--- src/rtl/psk_frame_sched.sv ---
// PSK frame scheduler: wraps payload bytes in preamble/header (and an optional CRC-8 trailer), then idles for a gap.
// Define FRAME_SCHED_CRC8_EN to append the CRC-8 trailer byte; the default build ends the frame on the last body byte.
module psk_frame_sched #(
    parameter int PREAMBLE_LEN = 4,
    parameter int GAP_CYCLES   = 64
) (
    input  logic       clk_16M384,
    input  logic       rst_16M384,
    input  logic       start,
    input  logic [7:0] frame_len,
    input  logic [3:0] frame_mode,
    output logic       busy,
    output logic       done,
    output logic       err,
    input  logic [7:0] pl_tdata,
    input  logic       pl_tvalid,
    output logic       pl_tready,
    output logic [7:0] data_tdata,
    output logic       data_tvalid,
    output logic       data_tlast,
    output logic       data_tuser,
    input  logic       data_tready,
    output logic [3:0] MODE_CTRL
);

    typedef enum logic [2:0] {IDLE, PREAMBLE, HEADER, PAYLOAD, TRAILER, GAP} state_t;

    localparam logic [9:0] PRE_LAST = 10'(PREAMBLE_LEN - 1);
    localparam logic [9:0] GAP_LAST = 10'(GAP_CYCLES - 1);
`ifdef FRAME_SCHED_CRC8_EN
    localparam state_t BODY_NEXT = TRAILER;
`else
    localparam state_t BODY_NEXT = GAP;
`endif

    state_t     state_q, state_d;
    logic [9:0] cnt_q, cnt_d;
    logic [7:0] len_q, len_d;
    logic [3:0] mode_q, mode_d;
    logic [7:0] crc_q, crc_d;
    logic       done_q, done_d;
    logic       err_q, err_d;
    logic       mode_ok;

    function automatic logic [7:0] crc8_upd(input logic [7:0] crc, input logic [7:0] b);
        logic [7:0] c;
        c = crc ^ b;
        for (int i = 0; i < 8; i++) c = c[7] ? ((c << 1) ^ 8'h07) : (c << 1);
        return c;
    endfunction

    assign mode_ok   = (frame_mode == 4'b0001) || (frame_mode == 4'b0010) || (frame_mode == 4'b0100);
    assign busy      = (state_q != IDLE);
    assign done      = done_q;
    assign err       = err_q;
    assign MODE_CTRL = mode_q;

    always_ff @(posedge clk_16M384 or posedge rst_16M384) begin
        if (rst_16M384) begin
            state_q <= IDLE;
            cnt_q   <= '0;
            len_q   <= '0;
            mode_q  <= 4'b0001;
            crc_q   <= '0;
            done_q  <= 1'b0;
            err_q   <= 1'b0;
        end else begin
            state_q <= state_d;
            cnt_q   <= cnt_d;
            len_q   <= len_d;
            mode_q  <= mode_d;
            crc_q   <= crc_d;
            done_q  <= done_d;
            err_q   <= err_d;
        end
    end

    always_comb begin
        state_d     = state_q;
        cnt_d       = cnt_q;
        len_d       = len_q;
        mode_d      = mode_q;
        crc_d       = crc_q;
        done_d      = 1'b0;
        err_d       = 1'b0;
        data_tvalid = 1'b0;
        data_tdata  = 8'h00;
        data_tlast  = 1'b0;
        data_tuser  = 1'b0;
        pl_tready   = 1'b0;
        case (state_q)
            IDLE: begin
                if (start) begin
                    if (mode_ok) begin
                        state_d = PREAMBLE;
                        cnt_d   = '0;
                        len_d   = frame_len;
                        mode_d  = frame_mode;
                        crc_d   = '0;
                    end else begin
                        err_d = 1'b1;
                    end
                end
            end
            PREAMBLE: begin
                data_tvalid = 1'b1;
                data_tdata  = 8'hAA;
                data_tuser  = (cnt_q == '0);
                if (data_tready) begin
                    if (cnt_q == PRE_LAST) begin
                        state_d = HEADER;
                        cnt_d   = '0;
                    end else begin
                        cnt_d = cnt_q + 10'd1;
                    end
                end
            end
            HEADER: begin
                data_tvalid = 1'b1;
                case (cnt_q[1:0])
                    2'd0:    data_tdata = 8'h7E;
                    2'd1:    data_tdata = len_q;
                    default: data_tdata = {4'h0, mode_q};
                endcase
`ifndef FRAME_SCHED_CRC8_EN
                data_tlast = (cnt_q == 10'd2) && (len_q == 8'd0);
`endif
                if (data_tready) begin
                    crc_d = crc8_upd(crc_q, data_tdata);
                    if (cnt_q == 10'd2) begin
                        // Zero-length frames jump straight past the payload
                        state_d = (len_q == 8'd0) ? BODY_NEXT : PAYLOAD;
                        cnt_d   = {2'b00, len_q};
                    end else begin
                        cnt_d = cnt_q + 10'd1;
                    end
                end
            end
            PAYLOAD: begin
                // cnt_q holds the payload bytes still owed to the modulator
                data_tvalid = pl_tvalid;
                data_tdata  = pl_tdata;
                pl_tready   = data_tready && (cnt_q != '0);
`ifndef FRAME_SCHED_CRC8_EN
                data_tlast = (cnt_q == 10'd1);
`endif
                if (pl_tvalid && data_tready) begin
                    crc_d = crc8_upd(crc_q, pl_tdata);
                    if (cnt_q == 10'd1) begin
                        state_d = BODY_NEXT;
                        cnt_d   = '0;
                    end else begin
                        cnt_d = cnt_q - 10'd1;
                    end
                end
            end
            TRAILER: begin
                data_tvalid = 1'b1;
                data_tdata  = crc_q;
                data_tlast  = 1'b1;
                if (data_tready) begin
                    state_d = GAP;
                    cnt_d   = '0;
                end
            end
            GAP: begin
                if (cnt_q == GAP_LAST) begin
                    state_d = IDLE;
                    done_d  = 1'b1;
                end else begin
                    cnt_d = cnt_q + 10'd1;
                end
            end
            default: state_d = IDLE;
        endcase
    end

endmodule

--- config.mk ---
export PLATFORM = sky130hd
export DESIGN_NAME = psk_frame_sched
export DESIGN_NICKNAME = d
export VERILOG_FILES = /design/src/rtl/psk_frame_sched.sv
export SDC_FILE = /design/constraint.sdc
export NUM_CORES = 1
export LEC_CHECK = 0
export ABC_CLOCK_PERIOD_IN_PS = 3200
export BUFFER_PORTS_ARGS = -buffer_cell sky130_fd_sc_hd__buf_2
export CORE_MARGIN = 4
export CORE_UTILIZATION = 50
export CTS_CLUSTER_SIZE = 10
export DETAILED_ROUTE_END_ITERATION = 8
export PLACE_DENSITY = 0.67
export SYNTH_ARGS = -nofsm -noshare
export SYNTH_HDL_FRONTEND = slang
export SYNTH_SLANG_ARGS = --single-unit
--- constraint.sdc ---
create_clock -name clk_16M384 -period 3.2 [get_ports clk_16M384]
set_input_delay 0.16 -clock clk_16M384 [delete_from_list [all_inputs] [get_ports clk_16M384]]
set_output_delay 0.16 -clock clk_16M384 [all_outputs]
set_load 0.01 [all_outputs]
==> summary.txt, run 1 <==
Clock network
  • CTS root buffer: clkbuf_8
  • H-tree levels: 2
  • Post-CTS Hold Buffers: 1
  • Clock Pin Slew Worst Setup and Hold Paths: around 90 ps
  • Setup Buffers After CTS: 0
  • CTS buffer count: 5
  • Clock buffer depth: 2
  • Post-CTS sizing: 0
  • Clk_lat worst skew: roughly 300 ps
  • CTS tree: built
  • CTS Sinks: 35

Drt
  • Remaining DRCs: 0
  • Post-DRT Antenna Nets: 0
  • Detailed Routing Iterations Pass 1: 5
  • Drt total wl: 8660 µm
  • Via count: between 2000 and 3000
  • DR WL/cell: approximately 18 µm
  • Avg Vias per Cell: approximately 6.1
  • DR iter-0 viols: 258

STA
  • Fin Clk Skew: 13.3 ps
  • Fmax: 0.356 GHz
  • Fin. max-slew vios: 0
  • RSZ-0062 raised after global routing: no
  • Minimum clock period: 2810 ps
  • Final hold viol count: 0
  • Setup TNS: 0 ps
  • Final setup violation count: 0
  • Worst Tran Pin Value: roughly 700 ps
  • Final critical-path share of the clock period: between 80% and 90%
  • Slew margin rel.: a little over half

Finish
  • Post-Layout Cell Count: 482
  • Layout area overhead: 10.3%
  • Inserted Diodes: 0
  • Layout cell share with drive strength beyond 1: 24.1%
  • Nets: 436
  • Fillers: 568
  • Post-route cell area: between 3000 and 4000 µm²

Floorplanning
  • Initial Util: between 50 and 60%
  • Rows: 28
  • Die H: between 80 and 90 µm
  • Io pins: 44
  • Die Span X: a little under 90 µm
  • Die area: ~7700 µm²
  • Core ar.: ~6100 µm²

Synthesis
  • Area contributors post-synth: dfrtp_1, xnor2_1, mux2_2
  • Number of synthesis warnings: 0
  • Syn_area_per_cell: ~8.6 µm²
  • Net count after synthesis: approximately 400
  • Synth async-reset ratio: 100%
  • Top-count cell post-synth: nor2_1
  • Top FF cell, synth: dfrtp_1
  • Sequential area share after synthesis: between 20% and 30%
  • Commonest cells post-synth: nor2_1, dfrtp_1, nand2_1
  • Synth area leader: dfrtp_1
  • Mapped Cells: roughly 370
  • Synth top area share: 26.7%
  • Number of synthesized flops with an enable pin: 0
  • Netlist Area Pre-Place: between 3000 and 4000 µm²
  • Unique masters post-synth: about 70
  • FF+latch count, synth: 35

Power and ir drop
  • Net Switching: between 0.002 and 0.0025 W
  • Internal power: about 0.0023 W
  • Sequential Power Share: roughly 23%
  • Pwr dens: 1290 nW/µm²
  • Leakage: between 1 and 1.5 nW
  • Comb pwr share: 68.5%
  • Peak VDD IR: ~650 µV
  • Clock Power Share: under 10%
  • Sw frac: between 40 and 50%

Critical path
  • Reg2reg start: cnt_q[0]
  • FF-to-FF path depth: 7
  • Crit path launch type: flip-flop
  • R2R Path End: crc_q[4]
  • Critical path origin: cnt_q[0]
  • Critical Path RT: approximately 3400 ps
  • R2R setup slack: slightly below 400 ps
  • Setup crit end kind: flip-flop
  • Worst setup path endpoint: crc_q[4]
  • Max FO, Critical Path: 11
  • Crit path kind: flip-flop to flip-flop
  • CP Data Arrival Time: around 3000 ps

Global route
  • GRT Util Overall: 24.2%
  • Global-route wire length before repair: around 15000 µm
  • Gr ovfl total: 0
  • Largest net degree at the start of global routing: 36
  • Antenna violations before repair: 0
  • Vias in the first global route: between 2000 and 3000

Place
  • Post-DP HPWL: around 6400 µm
  • RePlAce Congestion: 0.936
  • Placed insts: 473
  • Cell Area, Placed: 3400 µm²
  • # port buffers: 43

Status
  • Outcome: complete, no violations

Min path
  • Worst hold path class: input port to flip-flop

Flow run
  • Max-cap violations: 0
-- critical path, stage by stage (launching register included) --
cell and delay (ps):
dfrtp_1 540, inv_1 130, ha_1 370, a211oi_1 580, xnor3_1 580, xor2_1 220, mux2i_1 200, nand2b_1 110
-- state kept, by name (all words and copies together), names as in the netlist --
| signal | count |
|---|---|
| MODE_CTRL | 4 |
| cnt_q | 10 |
| crc_q | 8 |
| done | 1 |
| err | 1 |
| len_q | 8 |
| state_q | 3 |
-- metal layers --
| layer | routed length, µm | global-route usage (%) | share of wire, % |
|---|---|---|---|
| met2 | 3940 | 36.7 | 45 |
| met4 | 145 | 6.28 | 1.7 |
| met3 | 551 | 4.14 | 6.4 |
| met5 | 0 | 0 | 0 |
| met1 | 4020 | 35.6 | 46 |
-- worst min path at each step --
stage               cells past startpoint       end         start  slack, ps
floorplan                               2       err         start        270
global placement                        3  len_q[4]    rst_16M384        280
detailed placement                      3  len_q[2]    rst_16M384        280
CTS                                     2  len_q[4]  frame_len[4]         90
global route                            2  len_q[7]  frame_len[7]         80
finish                                  2  len_q[4]  frame_len[4]         80
-- stage by stage --
stage	utilization, %	setup slack [ps]	power (W)	hold WS [ps]
after floorplan	-	871	0.00341	266
after global placement	56.0	490	0.00404	278
after detailed placement	56.0	464	0.00408	283
after CTS	58.1	430	0.00450	88.5
after global routing	58.1	191	0.00491	80.0
final	58.1	391	0.00455	84.4
-- power groups by stage --
stage	combinational [W]	sequential (W)	clock [W]
after CTS	0.00307	0.00102	0.000412
final	0.00312	0.00102	0.000410
after floorplan	0.00261	0.000793	0
after global placement	0.00303	0.00101	0
after global routing	0.00341	0.00106	0.000440
after detailed placement	0.00305	0.00102	0
-- layout make-up --
type                    instances  area [µm²]  area share [%]
multi-input cells             302        2110            60.0
clock inverters                 3        43.8            1.24
inverters                      10        37.5            1.07
clock buffers                   5        68.8            1.96
well taps                      75        93.8            2.67
flip-flops and latches         35         877            24.9
repair buffers                 52         285            8.11
-- cells by family (layout without fill, tap and decap cells) --
family	count (synthesis)	after routing	share of synthesized area, %
compound gates	103	103	22.0
xor+xnor	48	48	14.0
fa+ha+maj	5	5	1.96
buf+inv	35	70	6.31
flops	35	35	27.5
mux	16	16	5.57
simple gates	130	130	22.7
-- layout by cell type (no fill, tap or decap), types with 3 or more instances in the layout --
master | Yosys | routed
buf_2 | 8 | 43
nor2_1 | 35 | 35
dfrtp_1 | 34 | 34
nand2_1 | 30 | 30
xnor2_1 | 28 | 28
o21ai_0 | 25 | 25
a21oi_1 | 24 | 24
xor2_1 | 18 | 18
mux2_2 | 14 | 14
a211oi_1 | 11 | 11
inv_1 | 9 | 9
nor3_1 | 9 | 9
nand3_1 | 8 | 8
buf_4 | 2 | 8
o22ai_1 | 5 | 5
nand2b_1 | 5 | 5
nor3b_1 | 5 | 5
nor2b_1 | 5 | 5
o31ai_1 | 5 | 5
ha_1 | 5 | 5
clkbuf_8 | 3 | 5
nor4_1 | 4 | 4
o21a_1 | 4 | 4
or4_4 | 3 | 3
a31oi_1 | 3 | 3
a21o_1 | 3 | 3
o221ai_1 | 3 | 3
No activity file was read; power rests on OpenSTA's default activity.
==> run 2: changes to the inputs <==
- PLACE_DENSITY: 0.67 -> unset
- PLACE_DENSITY_LB_ADDON: unset -> 0.1
==> run 2 against run 1 <==
Net effect:
- combinational power hardly changed
- total power is 1.3% lower
- design area is 0.78% lower
- highest routed layer unchanged
- critical path type is now flip-flop to output pin
- utilization is 0.45 points lower
- maximum frequency is 1.3% higher
- register-to-register slack better by 99 ps
==> summary.txt, run 2 (synthesis gave the netlist of run 1 again) <==
Critical path
  • Crit path kind: flip-flop to output pin
  • CP max-delay cell: a211oi_1
  • Cell family with most CP delay: compound AO/OA/AOI/OAI gates
  • Critical Path RT: 3040 ps (-390 ps)
  • CP peak stage delay: 720 ps (+140 ps)
  • Crit path launch type: flip-flop
  • CP Buf/Inv Count: 2 (+1)
  • Reg2reg start: cnt_q[0]
  • Setup crit end kind: output pin
  • Max FO, Critical Path: 11 (unchanged)
  • CP Data Arrival Time: 2610 ps (-430 ps)
  • R2R Path End: crc_q[4]
  • FF-to-FF path depth: 7 (unchanged)
  • Cell breakdown of the critical path: inv_1 > ha_1 > a211oi_1 > o21ai_0 > a22o_1 > buf_2
  • R2R setup slack: 490 ps (+100 ps)

Finish
  • Nets: 435 (-0.23%)
  • Inserted Diodes: 0 (unchanged)
  • Top reg by flops: cnt_q
  • Layout cell share with drive strength beyond 1: 23.9% (-0.19 points)
  • Largest registers: cnt_q (10), crc_q (8), len_q (8)
  • Most common cell after layout, fill and taps aside: buf_2
  • Layout area overhead: 9.41%
  • Post-Layout Cell Count: 481 (-0.21%)
  • Largest register FFs: 10 (unchanged)
  • Most frequent cells in the layout: buf_2, nor2_1, dfrtp_1

Place
  • Placed insts: 472 (-0.21%)
  • Post-DP HPWL: 6630 µm (+3.5%)
  • Setup slack after placement: 498 ps (+33.9 ps)
  • RePlAce Congestion: 0.939 (+0.31%)
  • # port buffers: 43 (unchanged)

Power and ir drop
  • Internal power: 0.00221 W (-3.7%)
  • Pwr dens: 1290 nW/µm² (-0.57%)
  • Sw frac: 50.9% (+1.2 points)
  • Clock Power Share: 7.7% (-1.3 points)
  • Comb pwr share: 69.2% (+0.7 points)
  • Total power draw: 0.00449 W (-1.3%)
  • Net Switching: 0.00229 W (+1.0%)
  • Leakage: 1.45 nW (-1.5%)
  • Peak VDD IR: 629 µV (-3.4%)
  • Sequential Power Share: 23.2% (+0.7 points)

Global route
  • Global-route wire length before repair: 14400 µm (-1.1%)
  • GRT Util Overall: 24.0% (-0.16 points)
  • Largest net degree at the start of global routing: 24 (-33%)
  • Vias in the first global route: 2716 (-4.1%)
  • Antenna violations before repair: 0 (unchanged)
  • Gr ovfl total: 0 (unchanged)

Drt
  • DR WL met2: 3940 µm (about the same)
  • Detailed Routing Iterations Pass 1: 5 (unchanged)
  • Remaining DRCs: 0 (unchanged)
  • Post-DRT Antenna Nets: 0 (unchanged)
  • Avg Vias per Cell: 6.15 (+0.17%)
  • DR WL/cell: 18.7 µm (+4.0%)
  • Met3 WL: 752 µm (+36%)
  • DR iter-0 viols: 320 (+24%)
  • WL met1: 4200 µm (+4.4%)
  • Drt total wl: 8990 µm (+3.8%)
  • Max layer used: met4
  • Via count: 2957 (-0.034%)

Floorplanning
  • Die area: 7730 µm² (unchanged)
  • Initial Util: 52.7% (unchanged)
  • Die H: 87.9 µm (unchanged)
  • Core ar.: 6060 µm² (unchanged)
  • Die Span X: 87.9 µm (unchanged)
  • Io pins: 44 (unchanged)
  • Rows: 28 (unchanged)

STA
  • Worst Tran Pin Value: 787 ps (+82.5 ps)
  • Final hold viol count: 0 (unchanged)
  • Hold_ws: 94.7 ps (+10.2 ps)
  • Fin Clk Skew: 15.3 ps (+2.03 ps)
  • Minimum clock period: 2770 ps (-35.3 ps)
  • Final setup margin: 426 ps (+35.3 ps)
  • Final critical-path share of the clock period: 86.7% (-1.1 points)
  • Fin. max-slew vios: 0 (unchanged)
  • Setup TNS: 0 ps (unchanged)
  • Final setup violation count: 0 (unchanged)
  • Slew margin rel.: 47.2% (-5.8 points)
  • Fmax: 0.360 GHz (+1.3%)
  • RSZ-0062 raised after global routing: no

Clock network
  • CTS buffer count: 5 (unchanged)
  • Post-CTS sizing: 0 (unchanged)
  • H-tree levels: 2 (unchanged)
  • Clock buffer depth: 2 (unchanged)
  • Post-CTS Hold Buffers: 1 (unchanged)
  • Setup Buffers After CTS: 0 (unchanged)
  • CTS tree: built
  • CTS Sinks: 35 (unchanged)
  • Clock Pin Slew Worst Setup and Hold Paths: 80 ps (about the same)
  • CTS root buffer: clkbuf_8
  • Clk_lat worst skew: 300 ps (about the same)

Flow run
  • Max-cap violations: 0 (unchanged)

Min path
  • Worst hold path class: input port to flip-flop
  • Hold Crit Start: frame_len[6]
  • Hold depth: 2 (unchanged)
  • Hold EP: len_q[6]

Status
  • Outcome: complete, no violations
-- run 2: cell types whose count changed in the layout (fill, tap and decap cells not counted) --
cell / before / now
buf_4: 8 / 7
bufinv_16: 1 / 0
clkinvlp_4: 0 / 2
inv_6: 0 / 1
clkinv_4: 1 / 0
clkinv_2: 1 / 0
-- run 2: how the worst max path moves through the flow --
stage	startpoint	to	cells after the start
floorplan	cnt_q[0]	crc_q[4]	8
global placement	cnt_q[0]	crc_q[4]	7
detailed placement	cnt_q[0]	crc_q[4]	7
CTS	cnt_q[0]	crc_q[4]	7
global route	cnt_q[0]	crc_q[2]	8
finish	cnt_q[0]	data_tdata[3]	6
-- run 2: layer usage --
metal  vias to the layer above  GRT usage (%)
li1                       1397              -
met1                      1413           36.8
met2                       135           35.6
met3                        12           3.86
met4                         0           4.88
met5                         -              0
-- run 2: layout make-up --
type | count | area (µm²)
inverters | 10 | 37.5
fillers | 579 | 2570
well taps | 75 | 93.8
flip-flops and latches | 35 | 877
clock buffers | 5 | 68.8
repair buffers | 51 | 278
multi-input cells | 302 | 2110
clock inverters | 3 | 23.8
-- run 2: through the flow --
| stage | utilization (%) | area (µm²) |
|---|---|---|
| finish | 57.6 | 3490 |
| global route | 57.6 | 3490 |
| CTS | 57.6 | 3490 |
| detailed placement | 55.9 | 3390 |
| global placement | 55.9 | 3390 |
| floorplan | - | 3190 |
-- run 2: power by group through the flow --
stage	sequential [W]	clock [W]	combinational, W
2_1_floorplan	0.000793	0	0.00261
3_3_place_gp	0.00103	0	0.00302
3_5_place_dp	0.00104	0	0.00305
4_1_cts	0.00103	0.000356	0.00306
5_1_grt	0.00107	0.000374	0.00338
6_report	0.00104	0.000344	0.00311
